<file path="src/rtl/mem_arbiter.sv">
// rtl/mem_arbiter.sv - round-robin byte-serial arbiter from N_CH requesters onto the 8-bit memory bus
module mem_arbiter #(
  parameter int              N_CH       = 2,
  parameter int              MAX_BYTES  = 4,
  parameter logic [N_CH-1:0] FLUSH_MASK = {N_CH{1'b1}}
) (
  input  logic                        clk_in,
  input  logic                        rst_in,
  input  logic                        rdy_in,
  input  logic                        clr_in,
  input  logic                        io_buffer_full,
  input  logic [7:0]                  mem_din,
  output logic [7:0]                  mem_dout,
  output logic [31:0]                 mem_a,
  output logic                        mem_wr,
  input  logic [N_CH-1:0]             req_valid,
  input  logic [N_CH-1:0]             req_we,
  input  logic [N_CH*4-1:0]           req_len,
  input  logic [N_CH*32-1:0]          req_addr,
  input  logic [N_CH*8*MAX_BYTES-1:0] req_wdata,
  output logic [N_CH-1:0]             done,
  output logic [8*MAX_BYTES-1:0]      rdata
);

  localparam int         CW      = (N_CH > 1) ? $clog2(N_CH) : 1;
  localparam int         DW      = 8 * MAX_BYTES;
  localparam logic [3:0] LEN_MAX = 4'(MAX_BYTES - 1);

  typedef enum logic [1:0] {IDLE, RD, WR} state_t;

  state_t          state;
  logic [CW-1:0]   ptr;
  logic [CW-1:0]   cur;
  logic [31:0]     addr_q;
  logic [3:0]      len_q;
  logic [3:0]      idx;
  logic [3:0]      pend_idx;
  logic            pend;
  logic [DW-1:0]   wdata_q;
  logic [DW-1:0]   rdata_q;
  logic [N_CH-1:0] done_q;
  logic            done_we;

  logic [N_CH-1:0] eligible;
  logic            grant_ok;
  logic [CW-1:0]   grant;
  logic [CW-1:0]   ptr_next;
  logic            sel_we;
  logic [3:0]      sel_len;
  logic [31:0]     sel_addr;
  logic [DW-1:0]   sel_wdata;
  logic [7:0]      wbyte;
  logic            stall;

  // Scan downward so the lowest offset from ptr is the last (winning) assignment.
  always_comb begin
    int j;
    j        = 0;
    eligible = req_valid & ~(clr_in ? FLUSH_MASK : '0);
    grant_ok = 1'b0;
    grant    = '0;
    for (int k = N_CH - 1; k >= 0; k--) begin
      j = int'(ptr) + k;
      if (j >= N_CH) j = j - N_CH;
      if (eligible[CW'(j)]) begin
        grant_ok = 1'b1;
        grant    = CW'(j);
      end
    end
  end

  assign ptr_next = (grant == CW'(N_CH - 1)) ? '0 : grant + 1'b1;

  always_comb begin
    sel_we    = 1'b0;
    sel_len   = '0;
    sel_addr  = '0;
    sel_wdata = '0;
    for (int c = 0; c < N_CH; c++) begin
      if (grant == CW'(c)) begin
        sel_we    = req_we[c];
        sel_len   = req_len[c*4 +: 4];
        sel_addr  = req_addr[c*32 +: 32];
        sel_wdata = req_wdata[c*DW +: DW];
      end
    end
  end

  assign stall = (addr_q[17:16] == 2'b11) && io_buffer_full;

  always_comb begin
    wbyte = '0;
    for (int b = 0; b < MAX_BYTES; b++) begin
      if (idx == 4'(b)) wbyte = wdata_q[b*8 +: 8];
    end
  end

  always_comb begin
    mem_a    = '0;
    mem_dout = '0;
    mem_wr   = 1'b0;
    if (state == WR) begin
      mem_a    = addr_q + {28'd0, idx};
      mem_dout = wbyte;
      mem_wr   = rdy_in && !stall;
    end else if (state == RD && idx <= len_q) begin
      mem_a = addr_q + {28'd0, idx};
    end
  end

  always_ff @(posedge clk_in or negedge rst_in) begin
    if (!rst_in) begin
      state    <= IDLE;
      ptr      <= '0;
      cur      <= '0;
      addr_q   <= '0;
      len_q    <= '0;
      idx      <= '0;
      pend_idx <= '0;
      pend     <= 1'b0;
      wdata_q  <= '0;
      rdata_q  <= '0;
      done_q   <= '0;
      done_we  <= 1'b0;
    end else if (!rdy_in) begin
      // A return byte due in a paused cycle is lost; rewind so it is fetched again.
      if (state == RD && pend) begin
        idx  <= pend_idx;
        pend <= 1'b0;
      end
    end else begin
      done_q <= '0;
      case (state)
        IDLE: begin
          if (done_q == '0 && grant_ok) begin
            cur     <= grant;
            ptr     <= ptr_next;
            addr_q  <= sel_addr;
            len_q   <= (sel_len > LEN_MAX) ? LEN_MAX : sel_len;
            wdata_q <= sel_wdata;
            rdata_q <= '0;
            idx     <= '0;
            pend    <= 1'b0;
            done_we <= sel_we;
            state   <= sel_we ? WR : RD;
          end
        end
        RD: begin
          if (clr_in && FLUSH_MASK[cur]) begin
            pend  <= 1'b0;
            state <= IDLE;
          end else begin
            if (pend) begin
              for (int b = 0; b < MAX_BYTES; b++) begin
                if (pend_idx == 4'(b)) rdata_q[b*8 +: 8] <= mem_din;
              end
            end
            if (idx <= len_q) begin
              pend     <= 1'b1;
              pend_idx <= idx;
              idx      <= idx + 4'd1;
            end else begin
              pend <= 1'b0;
            end
            if (pend && pend_idx == len_q) begin
              done_q <= N_CH'(1) << cur;
              state  <= IDLE;
            end
          end
        end
        WR: begin
          if (!stall) begin
            if (idx == len_q) begin
              done_q <= N_CH'(1) << cur;
              state  <= IDLE;
            end else begin
              idx <= idx + 4'd1;
            end
          end
        end
        default: state <= IDLE;
      endcase
    end
  end

  // A flush landing on the completion cycle still cancels a masked read's done.
  assign done  = done_q & ~((clr_in && rdy_in && !done_we) ? FLUSH_MASK : '0);
  assign rdata = rdata_q;

endmodule

</file>
<file path="config.mk">
export PLATFORM = sky130hd
export DESIGN_NAME = mem_arbiter
export DESIGN_NICKNAME = d
export VERILOG_FILES = /design/src/rtl/mem_arbiter.sv
export SDC_FILE = /design/constraint.sdc
export NUM_CORES = 1
export LEC_CHECK = 0
export CORE_MARGIN = 10
export CORE_UTILIZATION = 41
export CTS_BUF_LIST = sky130_fd_sc_hd__clkbuf_2
export DETAILED_ROUTE_END_ITERATION = 10
export GPL_ROUTABILITY_DRIVEN = 0
export PLACE_DENSITY = 0.73
export SLEW_MARGIN = 20
export SYNTH_ARGS = -nofsm -noshare
export SYNTH_HDL_FRONTEND = slang
export SYNTH_SLANG_ARGS = --single-unit
</file>
<file path="constraint.sdc">
create_clock -name clk_in -period 3.65 [get_ports clk_in]
set_clock_uncertainty 0.1 [all_clocks]
set_input_delay 0.365 -clock clk_in [delete_from_list [all_inputs] [get_ports clk_in]]
set_output_delay 0.365 -clock clk_in [all_outputs]
set_load 0.01 [all_outputs]
</file>
# After elaboration in Yosys (flattened, before gate mapping)
# Cells that the tools add are included.
totals:
  regBits: 116
  elab_cells: 149
classes:
  addsub: 6
  magnitude_cmp: 7
  n_eq_ne: 28
  n_shift: 1
  n_mux: 61
  bitwise_logic: 5
  n_reduce_logical: 26
ops:
  columns: ["operator", "n"]
  rows:
  - ["two-way mux 32 bit", 7]
  - ["two-way mux 8 bit", 9]
  - ["one-hot mux 32 bit (2 select lines)", 1]
  - ["two-way mux 4 bit", 9]
  - ["adder 32 x 4 -> 32 bit", 1]
  - ["AND reduction 6 bit", 4]
  - ["two-way mux 2 bit", 11]
  - ["two-way mux 1 bit", 20]
  - ["equality test 4 x 2 -> 1 bit (second input constant)", 4]
  - ["inequality test 3 bit (second input constant)", 4]
  - ["one-hot mux 4 bit (3 select lines)", 1]
  - ["inequality test 2 x 1 -> 1 bit (second input constant)", 5]
  - ["logical AND 1 bit", 9]
  - ["equality test 4 x 1 -> 1 bit (second input constant)", 2]
  - ["equality test 4 bit", 2]
  - ["logical NOT 4 bit", 2]
  - ["inequality test 2 bit (second input constant)", 4]
  - ["AND reduction 7 bit", 1]
  - ["< comparator 1 x 3 -> 1 bit (second input constant)", 2]
  - ["inequality test 3 x 1 -> 1 bit (second input constant)", 2]
  - ["one-hot mux 2 bit (3 select lines)", 1]
  - ["AND reduction 3 bit", 2]
  - ["AND reduction 5 bit", 1]
  - ["adder 4 x 1 -> 4 bit (second input constant)", 1]
  - ["other kinds (23)", 29]

# Depth between registers and ports, before layout
# Gate-level depths: netlist of the first run.
depth:
  depth_word: 12
  mapped_depth: 8
  depth_no_buf: 7

# Worst setup path before layout of the first run
# OpenSTA, ideal clock, no wires.
synth_timing:
  path_kind: "register to output"
  start: "register idx[0]"
  end: "output port mem_a[30]"
  t_arrival_ns: 2.184
  setup_slack_ns: 1.001
  stages_incl_launch_ff: 8
  cell_sequence: "dfrtp_1 > ha_1 > fa_1 > a211oi_1 > nor3_4 > nand3_4 > or4_1 > a21oi_1"
synth_between:
  elab_chain_len: 4
  elab_cells_between_ends: 5
synth_rtl:
  columns: ["element", "line_no", "text"]
  rows:
  - ["start: declaration", "36", "logic [3:0] idx;"]
  - ["start signal: assignment", "128", "idx <= pend_idx;"]
  - ["start signal: assignment", "161", "idx <= idx + 4'd1;"]
  - ["start signal: assignment", "177", "idx <= idx + 4'd1;"]
  - ["branches (longest 3 deep; another with adder 32 x 4 -> 32 bit)", null, null]
  - ["two-way mux 32 bit (*)", "102", "if (state == WR) begin"]
  - ["end: declaration", "14", "output logic [31:0] mem_a,"]
# Every way passes the cells marked *.

# Worst setup path after layout of the first run
layout_timing:
  start: "register idx[2]"
  end: "output port mem_a[15]"
# Same word-level chain as after synthesis.

==> results of run 1 <==
## where the power goes
| part | switching, mW | total (mW) | internal [mW] | leakage (nW) |
|---|---|---|---|---|
| clock network | 0.476 | 0.838 | 0.362 | 0.142 |
| logic | 1.56 | 3.11 | 1.56 | 2.96 |
| registers | 0.444 | 2.25 | 1.81 | 1.48 |
## final cells by class
cell class	instances	area, um^2
fillers	1428	6380
multi-input cells	525	3640
flip-flops and latches	116	2910
repair buffers	244	2440
well taps	216	270
clock inverters	15	145
clock buffers	17	85.1
inverters	17	77.6
diodes	2	5.00
## synthesized netlist by cell type (all sizes together) (2+ instances only)
cell type	n
mux2	37
a21o	4
o31ai	3
nand3	16
o21ai	81
nor4b	2
a221oi	8
nand4	12
a21oi	27
and4	3
o2bb2ai	4
and2	14
and3	8
nor2	46
xor2	21
ha	15
nor4	2
a31oi	3
nand2	90
or3	7
nor3	10
clkbuf	30
mux2i	69
dfrtp	116
buf	5
inv	16
nand3b	4
xnor2	6
a32oi	2
nor2b	16
## logic make-up after synthesis
group / synth area share, %
muxes: 16.6
DFF: 43.5
adders and majority gates: 3.11
xor gates and xnor gates: 3.54
and+or+nand+nor: 17.5
buffers and inverters: 3.26
AOI/OAI and AO/OA: 12.5
## metrics by stage
stage / worst slack [ns] / hold slack (ns) / area, um^2 / setup TNS [ns] / instances
6_report: 0.192 / 0.187 / 9570 / 0 / 1152
5_1_grt: -0.00455 / 0.103 / 9570 / -0.00508 / 1152
4_1_cts: -0.00208 / 0.118 / 9520 / -0.00315 / 1150
3_5_place_dp: 0.442 / 0.368 / 9170 / 0 / 1108
3_3_place_gp: 0.524 / 0.353 / 9170 / 0 / 1108
2_1_floorplan: 1.00 / -0.0306 / 6670 / 0 / 692
## per-layer routing
layer | GRT usage (%) | up-vias | part of all wire [%]
met2 | 30.0 | 171 | 49
met3 | 6.20 | 18 | 6.8
li1 | - | 2914 | -
met1 | 21.3 | 2794 | 42
met5 | 0 | - | 0
met4 | 5.10 | 0 | 1.3
## worst min path at each step
| stage | slack (ns) | start | cells after the start | end |
|---|---|---|---|---|
| 2_1_floorplan | -0.03 | rst_in | 0 | addr_q[0] |
| 3_3_place_gp | 0.35 | done_we | 2 | done_we |
| 3_5_place_dp | 0.37 | wdata_q[6] | 2 | wdata_q[6] |
| 4_1_cts | 0.12 | req_addr[56] | 3 | addr_q[24] |
| 5_1_grt | 0.10 | req_addr[49] | 3 | addr_q[17] |
| 6_report | 0.19 | req_addr[49] | 3 | addr_q[17] |
## timing repair
action	in CTS	in global routing
pin swaps	2	1
hold buffers	1	0
buffers inserted	8	0
gates cloned	1	0
endpoints found under the setup margin	33	27
hold endpoints to repair	75	0
resized for setup	16	17
## layout by cell type (no fill, tap or decap), drive strengths merged, types with 2 or more instances in the layout
master / netlist / routed
mux2i: 69 / 69
nor2: 46 / 46
xnor2: 6 / 6
nand3b: 4 / 4
and3: 8 / 8
nor4b: 2 / 2
diode: 0 / 2
a32oi: 2 / 2
dfrtp: 116 / 116
nand2: 90 / 90
o21ai: 81 / 81
clkinv: 0 / 11
inv: 16 / 16
nor4: 2 / 2
a221oi: 8 / 8
a21o: 4 / 5
mux2: 37 / 37
buf: 5 / 18
clkdlybuf4s50: 0 / 208
o31ai: 3 / 3
a31oi: 3 / 3
bufinv: 1 / 4
and2: 14 / 14
nor2b: 16 / 16
dlymetal6s2s: 0 / 11
dlygate4sd2: 0 / 5
nand3: 16 / 16
ha: 15 / 15
a21oi: 27 / 27
or3: 7 / 7
xor2: 21 / 21
clkbuf: 30 / 18
o2bb2ai: 4 / 4
nor3: 10 / 10
and4: 3 / 3
nand4: 12 / 12
## state kept, by name, indices dropped and copies added, names as in the netlist
signal	cells
pend	1
pend_idx	4
rdata	32
state	2
ptr	1
done_we	1
len_q	4
cur	1
idx	4
wdata_q	32
done_q	2
addr_q	32
## worst max-delay path, cell delays in order (launching register included)
cell and delay [ns]:
dfrtp_2 0.51, ha_1 0.34, a21oi_1 0.20, o221ai_2 0.23
a21o_4 0.35, nor2_1 0.13, clkdlybuf4s50_1 0.57
==> summary.txt, run 1 <==
Outcome
  • Status: complete, no violations

Routing
  • Via-per-instance ratio: around 5.1
  • First-pass DRT Iterations: 5
  • Detailed-route wire length per cell: between 15 and 20 um
  • Total via count in the routed design: approximately 6000
  • DRT iter0 DRCs: roughly 340
  • Count of antenna-violating nets left after detailed routing: 0
  • Post-detailed-routing wire length: 19.7 mm
  • DRC violation count after routing: 0

Floorplanning
  • Die width: around 150 um
  • Initial Utilization: about two fifths
  • Full die area: around 22000 um^2
  • Area of the core region: approximately 16000 um^2
  • Y dimension of the die: approximately 150 um
  • Std-Cell Rows: 46
  • Number of primary I/O pins: 228

Final layout
  • P&R area growth vs syn: 43.4%
  • Share of cells above drive strength 1: between 10 and 15%
  • Core Util, Final: approximately three fifths
  • Net count of the finished layout: between 1000 and 1500

Power
  • Final Total Pwr: around 6.2 mW
  • Static power due to leakage: ~4.6 nW
  • Power density cells: between 600 and 700 nW/um^2
  • Worst VDD drop: between 300 and 400 uV

Flow run
  • Max-cap check violation count: 0

Setup path
  • Largest fanout on the critical path: 15
  • Endpoint kind of the worst setup timing path: output port
  • Worst-case reg-to-reg path depth: 7
  • Endpoint of the worst setup timing path: mem_a[15]
  • R2r endpoint: rdata[5]
  • Worst reg-to-reg setup slack: between 1 and 1.5 ns
  • Data required, critical path: about 3.2 ns
  • Kind of launch point of the worst setup path: flip-flop
  • Arrival @ worst endpoint: 2.99 ns
  • Startpoint of the most critical setup path: idx[2]
  • Start-to-end type of the worst setup path: flip-flop to output port
  • Crit Reg-Reg Startpoint: state[0]

Synthesis
  • Top cells by area, synth: dfrtp_1 44%, mux2i_1 10%, nand2_1 5.0%, mux2_2 4.7%, o21ai_0 4.4%
  • Synthesized cell area: between 6000 and 7000 um^2
  • Post-Synthesis Mean Instance Area: around 9.6 um^2
  • Sequential fraction of the synthesis area: between 40% and 50%
  • Ys async rst share: 100%
  • Warnings, synthesis: 0
  • Flop and latch count out of synthesis: between 100 and 150
  • Post-synthesis cell type with the largest combined area: dfrtp_1
  • Number of distinct library cells after synthesis: 58
  • Number of instances in the synthesized netlist: around 690
  • Number of nets produced by synthesis: between 800 and 900
  • Predominant post-synthesis flop cell: dfrtp_1
  • Proportion of netlist area held by the largest area contributor: roughly 44%
  • Number of synthesized flops with an enable pin: 0

STA
  • Worst Max-Slew Pin Slew: just over 1 ns
  • Slew HR: about a third
  • Shortest clock period the worst path allows after layout: 3.46 ns
  • Count of final setup violators: 0
  • Highest attainable clock frequency: 289 MHz
  • Hold Vio Cnt, Final: 0
  • Share of the clock period used by the worst path after layout: between 90 and 100%
  • Number of pins exceeding their max-slew limit in the final report: 0

Clock tree
  • Cts bufs inserted: 17
  • TritonCTS clock tree: done
  • Maximum buffer depth of the clock tree: 2
  • Level count of the clock H-tree: 4
  • Register clock-pin slew on the reported worst setup and hold paths: 0.17 ns
  • Clk sinks: 116
  • Clk Tree Root Cell: clkbuf_2
  • Clock Latency Late Sink: approximately 0.67 ns

Global route
  • Vias in the first global route: 6007
  • Wire length of the first global-routing pass: between 30 and 40 mm
  • Global-route usage over all layers: roughly 18%
  • Pin count of the biggest net entering global routing: just under 80
  • Total congestion overflow after global routing: 0
  • Number of antenna violations at the first check in global routing: 2

Hold path
  • Type of the worst min-delay path: primary input to flip-flop

Place
  • Estimated wirelength of the detail-placed design: 15.1 mm
  • IO Port Bufs: 226
No activity file was read; power rests on OpenSTA's default activity.
==> run 2: changes to the inputs <==
--- a/config.mk
+++ b/config.mk
@@ -11,6 +11,7 @@
 export DETAILED_ROUTE_END_ITERATION = 10
 export GPL_ROUTABILITY_DRIVEN = 0
 export PLACE_DENSITY = 0.73
+export SETUP_SLACK_MARGIN = 0.3
 export SLEW_MARGIN = 20
 export SYNTH_ARGS = -nofsm -noshare
 export SYNTH_HDL_FRONTEND = slang
==> run 2 against run 1 <==
Register-to-register slack hardly changed. Combinational power is 4% higher. Critical endpoint is now mem_a[30]. Worst setup slack gained 0.20 ns. Critical path type unchanged. Global-route usage is 0.34 points higher. Via count grew 1.1%. Critical path depth is 2 higher. Die area unchanged. Hold slack improved by 0.012 ns. Sequential power about the same. Maximum frequency grew 6.1%.
==> summary.txt, run 2 (same netlist as run 1, synthesis figures left out) <==
STA
  • Highest attainable clock frequency: approximately 300 MHz
  • Sum of negative setup slack: 0 ns
  • Worst setup slack after layout: 0.390 ns
  • Shortest clock period the worst path allows after layout: 3.26 ns
  • Share of the clock period used by the worst path after layout: roughly nine tenths
  • Hold Vio Cnt, Final: 0
  • Slew HR: 32.1%
  • Number of pins exceeding their max-slew limit in the final report: 0
  • Count of final setup violators: 0
  • RSZ-0062 raised after global routing: true
  • Hold_ws: around 0.20 ns
  • Worst Max-Slew Pin Slew: 1.02 ns

Final layout
  • Most frequent cells in the layout: 193 x clkdlybuf4s50_1, 111 x dfrtp_1, 88 x nand2_1, 69 x mux2i_1, 58 x o21ai_0
  • Storage cell area: 2910 um^2
  • Share of cells above drive strength 1: 16.3%
  • Number of standard cells in the final layout excluding fillers: 1164
  • Fillers: about 1400
  • Most common library cell in the layout ignoring fill and taps: clkdlybuf4s50_1
  • Net count of the finished layout: roughly 1100
  • Multi-input combinational cell area: 3790 um^2
  • P&R area growth vs syn: 45.5%

Clock tree
  • Maximum buffer depth of the clock tree: 2
  • Clk sinks: around 120
  • Clk Tree Root Cell: clkbuf_2
  • TritonCTS clock tree: done
  • Level count of the clock H-tree: 4
  • Cts bufs inserted: 17
  • Clock Latency Late Sink: between 0.6 and 0.7 ns
  • Register clock-pin slew on the reported worst setup and hold paths: around 0.17 ns

Setup path
  • Critical Path Max Stage Delay: 0.52 ns
  • Worst reg-to-reg setup slack: between 1 and 1.5 ns
  • Worst-case reg-to-reg path depth: 7
  • Kind of launch point of the worst setup path: flip-flop
  • Crit-path slowest cell: or4_4
  • Delay-heaviest family, CP: simple AND/OR/NAND/NOR gates
  • R2r endpoint: rdata[5]
  • Largest fanout on the critical path: 7
  • Data required, critical path: ~3.2 ns
  • Arrival @ worst endpoint: approximately 2.8 ns
  • CP bufs+invs: 1
  • Crit Reg-Reg Startpoint: state[0]
  • Endpoint kind of the worst setup timing path: output port
  • Start-to-end type of the worst setup path: flip-flop to output port
  • Worst path cell trace: ha_2 > fa_2 > a211oi_4 > nor3_4 > nand3_4 > or4_4 > a21oi_4 > buf_4

Floorplanning
  • Initial Utilization: a little over two fifths
  • Std-Cell Rows: 46
  • Area of the core region: ~16000 um^2
  • Number of primary I/O pins: about 230
  • Full die area: roughly 22000 um^2
  • Y dimension of the die: roughly 150 um
  • Die width: 148 um

Routing
  • DRT iter0 DRCs: between 300 and 400
  • Via-per-instance ratio: 5.12
  • DRC violation count after routing: 0
  • Detailed-route wire length per cell: around 17 um
  • First-pass DRT Iterations: 7
  • Total via count in the routed design: 5962
  • Post-detailed-routing wire length: just over 20 mm
  • Count of antenna-violating nets left after detailed routing: 0

Hold path
  • Type of the worst min-delay path: primary input to flip-flop
  • Hold Crit Start: req_addr[49]
  • Min-Delay Path Depth: 3
  • End point of the most critical hold path: addr_q[17]

Power
  • Static power due to leakage: between 4 and 5 nW
  • Power density cells: roughly 650 nW/um^2
  • Final Total Pwr: about 6.3 mW
  • Worst VDD drop: about 340 uV

Global route
  • Wire length of the first global-routing pass: between 30 and 40 mm
  • Total congestion overflow after global routing: 0
  • Pin count of the biggest net entering global routing: 77
  • Vias in the first global route: 6081
  • Number of antenna violations at the first check in global routing: 2
  • Global-route usage over all layers: roughly 18%

Flow run
  • Max-cap check violation count: 0

Place
  • Setup WS pre-CTS: around 0.44 ns
  • Estimated wirelength of the detail-placed design: about 15 mm
  • IO Port Bufs: 226
  • DP Cell Count: ~1100

Outcome
  • Status: complete, no violations
## run 2: cell types whose count changed in the layout (fill, tap and decap cells not counted), sizes merged
cell and delta:
dlymetal6s2s -11, dlygate4sd2 +1, clkdlybuf4s50 -15, clkbuf +6
clkdlybuf4s15 +4, a21o +1, buf +26
## run 2: how the worst max path moves through the flow
stage                       from   endpoint  slack (ns)  depth (start not counted)
after floorplan           idx[0]  mem_a[30]        1.00                          7
after global placement    idx[0]  mem_a[30]        0.52                          8
after detailed placement  idx[0]  mem_a[30]        0.44                          8
after CTS                 idx[0]  mem_a[30]        0.12                          8
after global routing      idx[0]  mem_a[30]        0.18                          9
final                     idx[0]  mem_a[30]        0.39                          8
## run 2: power breakdown
part | internal [mW] | leakage [nW] | total (mW) | switching [mW]
Sequential | 1.81 | 1.48 | 2.26 | 0.448
Clock | 0.362 | 0.142 | 0.838 | 0.476
Combinational | 1.58 | 2.91 | 3.24 | 1.66
## run 2: final cells by class
type,instances,share of cell area (%)
antenna,2,0.0516
clock buffer,17,0.877
clock inverter,15,1.50
inverter,17,0.799
multi-input combinational,526,39.0
sequential,116,30.0
tap,216,2.78
timing repair buffer,255,25.0
## run 2: through the flow
stage / cell area, um^2 / utilization, %
floorplan: 6670 / -
global route: 9710 / 60.9
global placement: 9170 / 57.5
finish: 9710 / 60.9
CTS: 9650 / 60.5
detailed placement: 9170 / 57.5
## run 2: what timing repair did
item,4_1_cts,5_1_grt
setup endpoints to repair,40,35
hold buffers,1,0
cloned,2,1
endpoints found under the hold margin,75,0
resized for setup,82,63
pin swaps,7,21
setup buffers,16,2
## run 2: worst reg2reg max path, delay by kind of cell, from the launching register on
family | cells | cell delay [ns]
adder cells (fa/ha/maj) | 1 | 0.31
multiplexers | 1 | 0.39
AO/OA/AOI/OAI | 3 | 0.94
buffers and inverters | 2 | 0.25
flip-flops | 1 | 0.42
## run 2: metal layers
layer  global-route usage [%]  vias to the layer above  wire [um]
li1                         -                     2942          -
met1                     21.7                     2820       8440
met2                     30.7                      191      10100
met3                     6.14                        9       1450
met4                     5.05                        0        167
met5                        0                        -          0
